`src/rtl/trafficlight_pkg.sv`:
```
// Shared lamp codes, phase encoding and lamp enum for the traffic-light monitor.
package trafficlight_pkg;

    localparam logic [2:0] LIGHT_RED    = 3'b100;
    localparam logic [2:0] LIGHT_YELLOW = 3'b010;
    localparam logic [2:0] LIGHT_GREEN  = 3'b001;

    typedef enum logic [2:0] {
        MON_IDLE = 3'd0,
        NS_GO    = 3'd1,
        NS_WARN  = 3'd2,
        EW_GO    = 3'd3,
        EW_WARN  = 3'd4
    } phase_t;

    typedef enum logic [1:0] {
        RED    = 2'd0,
        YELLOW = 2'd1,
        GREEN  = 2'd2,
        BAD    = 2'd3
    } lamp_t;

    // Legal successor in the NS_GO -> NS_WARN -> EW_GO -> EW_WARN ring.
    function automatic phase_t next_phase(input phase_t p);
        case (p)
            NS_GO:   return NS_WARN;
            NS_WARN: return EW_GO;
            EW_GO:   return EW_WARN;
            EW_WARN: return NS_GO;
            default: return MON_IDLE;
        endcase
    endfunction

endpackage

```
`src/rtl/trafficlight_monitor_light_decode.sv`:
```
// Combinational decode of one 3-bit lamp code into a lamp colour.
module light_decode
    import trafficlight_pkg::*;
(
    input  logic [2:0] i_code,
    output lamp_t      o_lamp
);

    always_comb begin
        o_lamp = BAD;
        case (i_code)
            LIGHT_RED:    o_lamp = RED;
            LIGHT_YELLOW: o_lamp = YELLOW;
            LIGHT_GREEN:  o_lamp = GREEN;
            default:      o_lamp = BAD;
        endcase
    end

endmodule

```
`src/rtl/trafficlight_monitor.sv`:
```
// Passive lamp-output checker: tracks phase order and dwell times, raises sticky error flags.
module trafficlight_monitor
    import trafficlight_pkg::*;
#(
    parameter int GREEN_MIN  = 5,
    parameter int YELLOW_LEN = 2,
    parameter int STUCK_MAX  = 50,
    parameter int CNT_W      = 8
) (
    input  logic        clk,
    input  logic        reset,
    input  logic [2:0]  nslight,
    input  logic [2:0]  ewlight,
    input  logic        err_clr,
    output logic [2:0]  phase,
    output logic        synced,
    output logic        err_conflict,
    output logic        err_illegal,
    output logic        err_sequence,
    output logic        err_timing,
    output logic        err_stuck,
    output logic        err_any,
    output logic [15:0] cycle_count
);

    localparam logic [CNT_W-1:0] C_GREEN_MIN = CNT_W'(GREEN_MIN);
    localparam logic [CNT_W-1:0] C_YELLOW    = CNT_W'(YELLOW_LEN);
    localparam logic [CNT_W-1:0] C_STUCK_HIT = CNT_W'(STUCK_MAX + 1);

    function automatic logic [CNT_W-1:0] sat_inc(input logic [CNT_W-1:0] v);
        return (&v) ? v : v + CNT_W'(1);
    endfunction

    logic [2:0]       r_ns_p0, r_ew_p0;
    lamp_t            w_ns_lamp, w_ew_lamp;
    phase_t           r_phase, w_phase_nxt, w_obs;
    logic             r_synced, w_synced_nxt;
    logic             r_first, w_first_nxt;
    logic [CNT_W-1:0] r_dwell, w_dwell_nxt;
    logic [15:0]      r_cycles, w_cycles_nxt;
    logic             r_err_conflict, r_err_illegal, r_err_sequence, r_err_timing, r_err_stuck;
    logic             w_conflict, w_illegal, w_legal;
    logic             w_seq_det, w_tim_det, w_stuck_det;

    // ---- stage p0: lamp samples registered ----
    always_ff @(posedge clk) begin
        if (reset) begin
            r_ns_p0 <= LIGHT_RED;
            r_ew_p0 <= LIGHT_RED;
        end else begin
            r_ns_p0 <= nslight;
            r_ew_p0 <= ewlight;
        end
    end

    light_decode u_dec_ns (.i_code(r_ns_p0), .o_lamp(w_ns_lamp));
    light_decode u_dec_ew (.i_code(r_ew_p0), .o_lamp(w_ew_lamp));

    // Only properly decoded yellow/green counts as "go"; garbage codes are reported as illegal instead.
    assign w_conflict = (w_ns_lamp == YELLOW || w_ns_lamp == GREEN) &&
                        (w_ew_lamp == YELLOW || w_ew_lamp == GREEN);
    assign w_illegal  = !w_conflict && (w_ns_lamp == BAD || w_ew_lamp == BAD);
    assign w_legal    = !w_conflict && !w_illegal;

    always_comb begin
        w_obs = MON_IDLE;
        if (w_ns_lamp == GREEN  && w_ew_lamp == RED)    w_obs = NS_GO;
        if (w_ns_lamp == YELLOW && w_ew_lamp == RED)    w_obs = NS_WARN;
        if (w_ns_lamp == RED    && w_ew_lamp == GREEN)  w_obs = EW_GO;
        if (w_ns_lamp == RED    && w_ew_lamp == YELLOW) w_obs = EW_WARN;
    end

    always_comb begin
        w_phase_nxt  = r_phase;
        w_synced_nxt = r_synced;
        w_first_nxt  = r_first;
        w_dwell_nxt  = r_dwell;
        w_cycles_nxt = r_cycles;
        w_seq_det    = 1'b0;
        w_tim_det    = 1'b0;
        if (r_phase == MON_IDLE) begin
            if (w_legal && w_obs != MON_IDLE) begin
                w_phase_nxt  = w_obs;
                w_synced_nxt = 1'b1;
                w_first_nxt  = 1'b1;
                w_dwell_nxt  = CNT_W'(1);
            end
        end else if (!w_legal || w_obs == r_phase) begin
            w_dwell_nxt = sat_inc(r_dwell);
        end else if (w_obs == next_phase(r_phase)) begin
            // The phase seen first after sync was entered mid-way, so its length is meaningless.
            if (!r_first) begin
                if (r_phase == NS_GO || r_phase == EW_GO)
                    w_tim_det = (r_dwell < C_GREEN_MIN);
                else
                    w_tim_det = (r_dwell != C_YELLOW);
            end
            if (r_phase == EW_WARN)
                w_cycles_nxt = r_cycles + 16'd1;
            w_phase_nxt = w_obs;
            w_first_nxt = 1'b0;
            w_dwell_nxt = CNT_W'(1);
        end else begin
            w_seq_det    = 1'b1;
            w_phase_nxt  = w_obs;
            w_first_nxt  = 1'b0;
            w_synced_nxt = (w_obs != MON_IDLE);
            w_dwell_nxt  = (w_obs != MON_IDLE) ? CNT_W'(1) : '0;
        end
    end

    assign w_stuck_det = (w_dwell_nxt == C_STUCK_HIT) && (r_dwell != C_STUCK_HIT);

    // ---- stage p1: phase tracking and sticky flags; a fresh detection beats err_clr ----
    always_ff @(posedge clk) begin
        if (reset) begin
            r_phase        <= MON_IDLE;
            r_synced       <= 1'b0;
            r_first        <= 1'b0;
            r_dwell        <= '0;
            r_cycles       <= '0;
            r_err_conflict <= 1'b0;
            r_err_illegal  <= 1'b0;
            r_err_sequence <= 1'b0;
            r_err_timing   <= 1'b0;
            r_err_stuck    <= 1'b0;
        end else begin
            r_phase        <= w_phase_nxt;
            r_synced       <= w_synced_nxt;
            r_first        <= w_first_nxt;
            r_dwell        <= w_dwell_nxt;
            r_cycles       <= w_cycles_nxt;
            r_err_conflict <= (r_err_conflict & ~err_clr) | w_conflict;
            r_err_illegal  <= (r_err_illegal  & ~err_clr) | w_illegal;
            r_err_sequence <= (r_err_sequence & ~err_clr) | w_seq_det;
            r_err_timing   <= (r_err_timing   & ~err_clr) | w_tim_det;
            r_err_stuck    <= (r_err_stuck    & ~err_clr) | w_stuck_det;
        end
    end

    assign phase        = r_phase;
    assign synced       = r_synced;
    assign err_conflict = r_err_conflict;
    assign err_illegal  = r_err_illegal;
    assign err_sequence = r_err_sequence;
    assign err_timing   = r_err_timing;
    assign err_stuck    = r_err_stuck;
    assign err_any      = r_err_conflict | r_err_illegal | r_err_sequence | r_err_timing | r_err_stuck;
    assign cycle_count  = r_cycles;

endmodule
```
`config.mk`:
```
export PLATFORM = sky130hd
export DESIGN_NAME = trafficlight_monitor
export DESIGN_NICKNAME = d
export VERILOG_FILES = /design/src/rtl/trafficlight_pkg.sv /design/src/rtl/trafficlight_monitor_light_decode.sv /design/src/rtl/trafficlight_monitor.sv
export SDC_FILE = /design/constraint.sdc
export NUM_CORES = 1
export LEC_CHECK = 0
export ABC_CLOCK_PERIOD_IN_PS = 3300
export BUFFER_PORTS_ARGS = -buffer_cell sky130_fd_sc_hd__buf_2
export CAP_MARGIN = 25
export CORE_ASPECT_RATIO = 1.1
export CORE_MARGIN = 2
export CORE_UTILIZATION = 40
export DETAILED_ROUTE_END_ITERATION = 10
export PLACE_DENSITY = 0.61
export SYNTH_ARGS = -nofsm -noshare
export SYNTH_HDL_FRONTEND = slang
export SYNTH_SLANG_ARGS = --single-unit
```
`constraint.sdc`:
```
create_clock -name clk -period 3.3 [get_ports clk]
set_clock_uncertainty 0.05 [all_clocks]
set_input_delay 0.165 -clock clk [delete_from_list [all_inputs] [get_ports clk]]
set_output_delay 0.165 -clock clk [all_outputs]
set_load 0.05 [all_outputs]
```
# Word level (Yosys, flattened, before mapping)
# Cells that the tools add are included.
word_totals:
  register_bits: 40
  inputBits: 9
  output_inout_bits: 26
  elab_cells: 113
op_classes:
  addsub: 2
  n_lt_le_gt_ge: 1
  n_eq_ne: 24
  n_mux: 32
  bitwise: 17
  n_reduce_logical: 25
op_table:
  columns: ["cell", "count"]
  rows:
  - ["8-bit 2-to-1 mux", 4]
  - ["3-bit 2-to-1 mux", 8]
  - ["1-bit 2-to-1 mux", 17]
  - ["16-bit by 1-bit adder with 16-bit output, second input constant", 1]
  - ["3-bit by 2-bit equality test with 1-bit output, second input constant", 4]
  - ["2-bit one-hot mux with 3 select lines", 2]
  - ["3-bit one-hot mux with 4 select lines", 1]
  - ["3-bit by 1-bit equality test with 1-bit output, second input constant", 3]
  - ["3-bit equality test, second input constant", 3]
  - ["1-bit logical AND", 9]
  - ["1-bit OR", 9]
  - ["8-bit by 1-bit adder with 8-bit output, second input constant", 1]
  - ["2-bit equality test, second input constant", 4]
  - ["8-bit by 6-bit equality test with 1-bit output, second input constant", 1]
  - ["8-bit by 3-bit less-than comparator with 1-bit output, second input constant", 1]
  - ["8-bit by 2-bit != test with 1-bit output, second input constant", 1]
  - ["8-bit by 6-bit != test with 1-bit output, second input constant", 1]
  - ["8-bit AND reduction", 1]
  - ["3-bit equality test", 2]
  - ["1-bit AND", 5]
  - ["1-bit logical OR", 5]
  - ["2-bit by 1-bit equality test with 1-bit output, second input constant", 2]
  - ["2-bit zero test", 2]
  - ["2-bit != test, second input constant", 2]
  - ["other kinds (8)", 12]

# Longest topological paths before layout
depth:
  ltp_word: 20
  mapped_depth: 12

# Hierarchy
# A second synthesis with hierarchy kept.
hier_totals:
  hier_cells: 298
  hier_area_um2: 2469.9
by_module_without_submodules:
  columns: ["module", "n_inst", "cells_per_inst", "area_per_inst_um2"]
  rows:
  - ["trafficlight_monitor", 1, 290, 2409.8]
  - ["light_decode", 2, 4, 30.0]

# Worst setup path before layout
# Ideal clock, no wire load.
synth_timing:
  kind: "register to register"
  start: "register r_ns_p0[1]"
  end: "register r_cycles[13] (netlist: cycle_count[13])"
  setup_ps: 71
  arrival_time_ps: 2797
  required_ps: 3179
  path_slack_ps: 382
  path_stages_with_launch: 12
  path_buffers: 0
  cell_sequence: "dfxtp_1 > nor3b_1 > inv_1 > ha_1 > o21ai_0 > o2111a_1 > nand2b_1 > mux2i_1 > a32o_1 > nand4_4 > or4_1 > a21oi_1"
synth_between:
  elab_chain_cells: 13
  word_cells_on_any_way: 29
synth_lines:
  columns: ["item", "line", "rtl"]
  rows:
  - ["from (decl)", "trafficlight_monitor.sv:34", "logic [2:0] r_ns_p0, r_ew_p0;"]
  - ["from (signal assigned)", "trafficlight_monitor.sv:51", "r_ns_p0 <= nslight;"]
  - ["3-bit by 1-bit equality test with 1-bit output (tied with other cells)", "trafficlight_monitor_light_decode.sv:11", "case (i_code)"]
  - ["2-bit one-hot mux with 3 select lines (*)", "trafficlight_monitor_light_decode.sv:11", null]
  - ["branches (longest 10 deep; another with 3-bit 2-to-1 mux)", null, null]
  - ["4-bit AND reduction (no source line) (*)", null, null]
  - ["to (signal assigned)", "trafficlight_monitor.sv:132", "r_cycles <= w_cycles_nxt;"]
  - ["to (decl)", "trafficlight_monitor.sv:40", "logic [15:0] r_cycles, w_cycles_nxt;"]
# Mark *: on every way between the ends.
# A chain may end at the register's enable or synchronous reset.

# Worst setup path in the final report
layout_timing:
  start: "register r_ew_p0[1]"
  end: "register r_cycles[5] (netlist: cycle_count[5])"
layout_between:
  elab_chain_cells: 13
  word_cells_on_any_way: 29
layout_lines:
  columns: ["item", "line", "rtl"]
  rows:
  - ["from (decl)", "trafficlight_monitor.sv:34", null]
  - ["from (signal assigned)", "trafficlight_monitor.sv:52", "r_ew_p0 <= ewlight;"]
  - ["3-bit by 1-bit equality test with 1-bit output (tied with other cells)", "trafficlight_monitor_light_decode.sv:11", null]
  - ["2-bit one-hot mux with 3 select lines (*)", "trafficlight_monitor_light_decode.sv:11", null]
  - ["branches (longest 10 deep; another with 3-bit 2-to-1 mux)", null, null]
  - ["4-bit AND reduction (no source line) (*)", null, null]
# Marks and branches as above.

==> results_dict.tcl <==
set metrics [dict create \
    power.leakage_nw 1.10 \
    cts_num_sinks 40 \
    synth_nets 319 \
    drive_gt1_share_pct 22.8 \
    coreArea_um2 5770 \
    powerDensity_nw_per_um2 355 \
    synth_edf_count 0 \
    worstMarginPinSlew_ns 0.743 \
    place_congestion 0.882 \
    drt-initial-drc-count 129 \
    fin_util_pct 50.0 \
    grt_overflow 0 \
    via_count 2355 \
    clock-root-buffer "clkbuf_8" \
    place.detailed.hpwl_um 4230 \
    antenna_found_initial 0 \
    crit_arrival_ns 3.23 \
    fmax_ghz 0.327 \
    netlist_instances 300 \
    cts_tree "done" \
    drc 0 \
    startpoint_type "flip-flop" \
    place_worst_setup_slack_ns 0.00459 \
    grt_pass1_vias 2170 \
    slew_headroom_pct 50.5 \
    clk_pin_slew_ns 0.08 \
    rsz0062_at_grt "no" \
    crit_type "flip-flop to flip-flop" \
    firstDrtPassIters 4 \
    clkLatencyLatePin_ns 0.29 \
    io_buffer_count 34 \
    pin_count 35 \
    syn-cell-area_um2 2380 \
    die_area_um2 6600 \
    finalHoldViolations 0 \
    clk_path_buf_depth 2 \
    syn_to_final_growth_pct 21.0 \
    drt_wl_total_um 5870 \
    period_needed_ns 3.05 \
    hold_class "input port to flip-flop" \
    fin_crit_sh_pct 92.6 \
    yosysWarnings 0 \
    num-fill-cells 577 \
    setup_tns_ns 0 \
    ys_ff_latch 40 \
    power_mw 1.02 \
    start_util_pct 41.3 \
    track_usage_pct 18.2 \
    grt_pass1_wl_um 9870 \
    h-tree-depth 2 \
    grt_max_degree 42 \
    vdd_drop_max_mv 0.164 \
    yosysSeqAreaShare_pct 33.6 \
    crit_required_ns 3.47 \
    post_layout_nonfiller_instances 424 \
    die_w_um 77.6 \
    fin_ws_ns 0.246 \
    cp_max_fo 12 \
    final_nets 365 \
    cts_inserted_buffers 5 \
    synth_flop_cell "dfxtp_1" \
    cp-end-kind "flip-flop" \
    drv_cap 0 \
    ant_nets 0 \
    synthArstFlopShare_pct 0 \
    n_antenna_cell 0 \
    wl_per_cell_um 13.9 \
    status "completed" \
    synth.avg_cell_area_um2 7.95 \
    die_h_um 85.0 \
    placed_cells 411 \
    setup_viol 0 \
    synth.distinct_cells 51 \
    rows 29 \
    drv_slew 0 \
    viasPerCell 5.55 \
]
[area by class of cell]
class / instances / area, um^2 / area share, %
Sequential cell: 40 / 802 / 27.8
Clock buffer: 6 / 82.6 / 2.86
Multi-Input combinational cell: 236 / 1530 / 53.0
Inverter: 15 / 56.3 / 1.95
Tap cell: 77 / 96.3 / 3.34
Timing Repair Buffer: 48 / 280 / 9.71
Clock inverter: 2 / 38.8 / 1.34
[worst max-delay path, cell delays in order (launching register included)]
cell and delay [ns]:
dfxtp_1 0.42, nor3b_2 0.23, inv_1 0.09, ha_2 0.24, nand2b_1 0.14, o2bb2ai_1 0.20, a31oi_2 0.19, a31o_4 0.30
nor3_4 0.22, nand4_4 0.20, buf_4 0.22, or3_1 0.34, a21oi_1 0.15
[cells in the mapped netlist, types with 7 or more instances]
cell type / n / area [um^2]
nor2b_1: 9 / 56.3
or3_1: 13 / 81.3
ha_1: 10 / 125
nor3_1: 13 / 65.1
a21oi_1: 35 / 175
nand2_1: 24 / 90.1
dfxtp_1: 40 / 801
nor2_1: 24 / 90.1
nand3_1: 11 / 55.1
clkbuf_1: 7 / 26.3
inv_1: 15 / 56.3
o21ai_0: 20 / 100
[path summary, 6_finish.rpt]
kind | to | cells past startpoint | from | slack [ns]
worst max-delay path | cycle_count[5]$_SDFFE_PP0P_ | 12 | r_ew_p0[1]$_SDFF_PP0_ | 0.25
worst min-delay path | r_ns_p0[0]$_SDFF_PP0_ | 2 | nslight[0] | 0.03
worst max register to register | cycle_count[5]$_SDFFE_PP0P_ | 12 | r_ew_p0[1]$_SDFF_PP0_ | 0.25
worst min register to register | r_first$_SDFFE_PP0P_ | 2 | r_first$_SDFFE_PP0P_ | 0.43
[flip-flops by register name (all words and copies together) (netlist names), 3 cells and up]
signal,count
cycle_count,16
r_dwell,8
phase,3
r_ew_p0,3
r_ns_p0,3
[metal layers]
layer | GRT usage [%] | wire length (um) | up-vias
met2 | 30.3 | 2820 | 44
met5 | 0 | 0 | -
met3 | 2.34 | 184 | 8
met1 | 24.4 | 2790 | 1103
met4 | 6.01 | 71 | 0
li1 | - | - | 1200
[report_power, final]
| part | switching [mW] | internal [mW] | total, mW |
|---|---|---|---|
| logic | 0.0606 | 0.0396 | 0.100 |
| clock network | 0.180 | 0.247 | 0.427 |
| registers | 0.00846 | 0.489 | 0.497 |
[placed cells by master (no fill, tap or decap), types with 2 or more instances in the layout]
cell type and count:
a211oi_1 2, a21o_1 2, a21oi_1 35, a221oi_1 3
a2bb2oi_1 2, a31o_2 2, a31oi_1 5, and3_1 5
buf_2 34, buf_4 12, clkbuf_8 6, dfxtp_1 39
dlygate4sd3_1 2, ha_1 9, inv_1 15, mux2i_1 3
nand2_1 24, nand2b_1 4, nand3_1 11, nand4_1 3
nor2_1 24, nor2b_1 9, nor3_1 12, nor3b_1 2
nor3b_2 2, nor4_1 2, o211ai_1 2, o21ai_0 19
o21ai_2 2, o31ai_1 4, or2_2 2, or3_1 13
or3b_4 2, or4_1 6, xnor2_1 2
[through the flow]
step           hold slack (ns)  instance area, um^2
3_5_place_dp             0.302                 2680
5_1_grt                 0.0471                 2890
3_3_place_gp             0.300                 2680
4_1_cts                 0.0218                 2820
2_1_floorplan            0.219                 2380
6_report                0.0254                 2890
[kinds of logic (layout without fill, tap and decap cells)]
group           count (synthesis)  count (layout)  share of synthesized area (%)
simple gates                  126             126                           28.8
compound gates                 94              94                           26.0
flops                          40              40                           33.6
buf+inv                        24              71                           4.09
fa+ha+maj                      10              10                           5.25
xor+xnor                        3               3                           1.10
mux                             3               3                           1.26
[what timing repair did]
item	CTS	global route
endpoints found under the setup margin	6	18
hold endpoints to repair	2	0
buffers inserted	0	3
pin swaps	0	1
resized for setup	1	12
hold buffers	2	0
(Power assumes the default switching activity.)
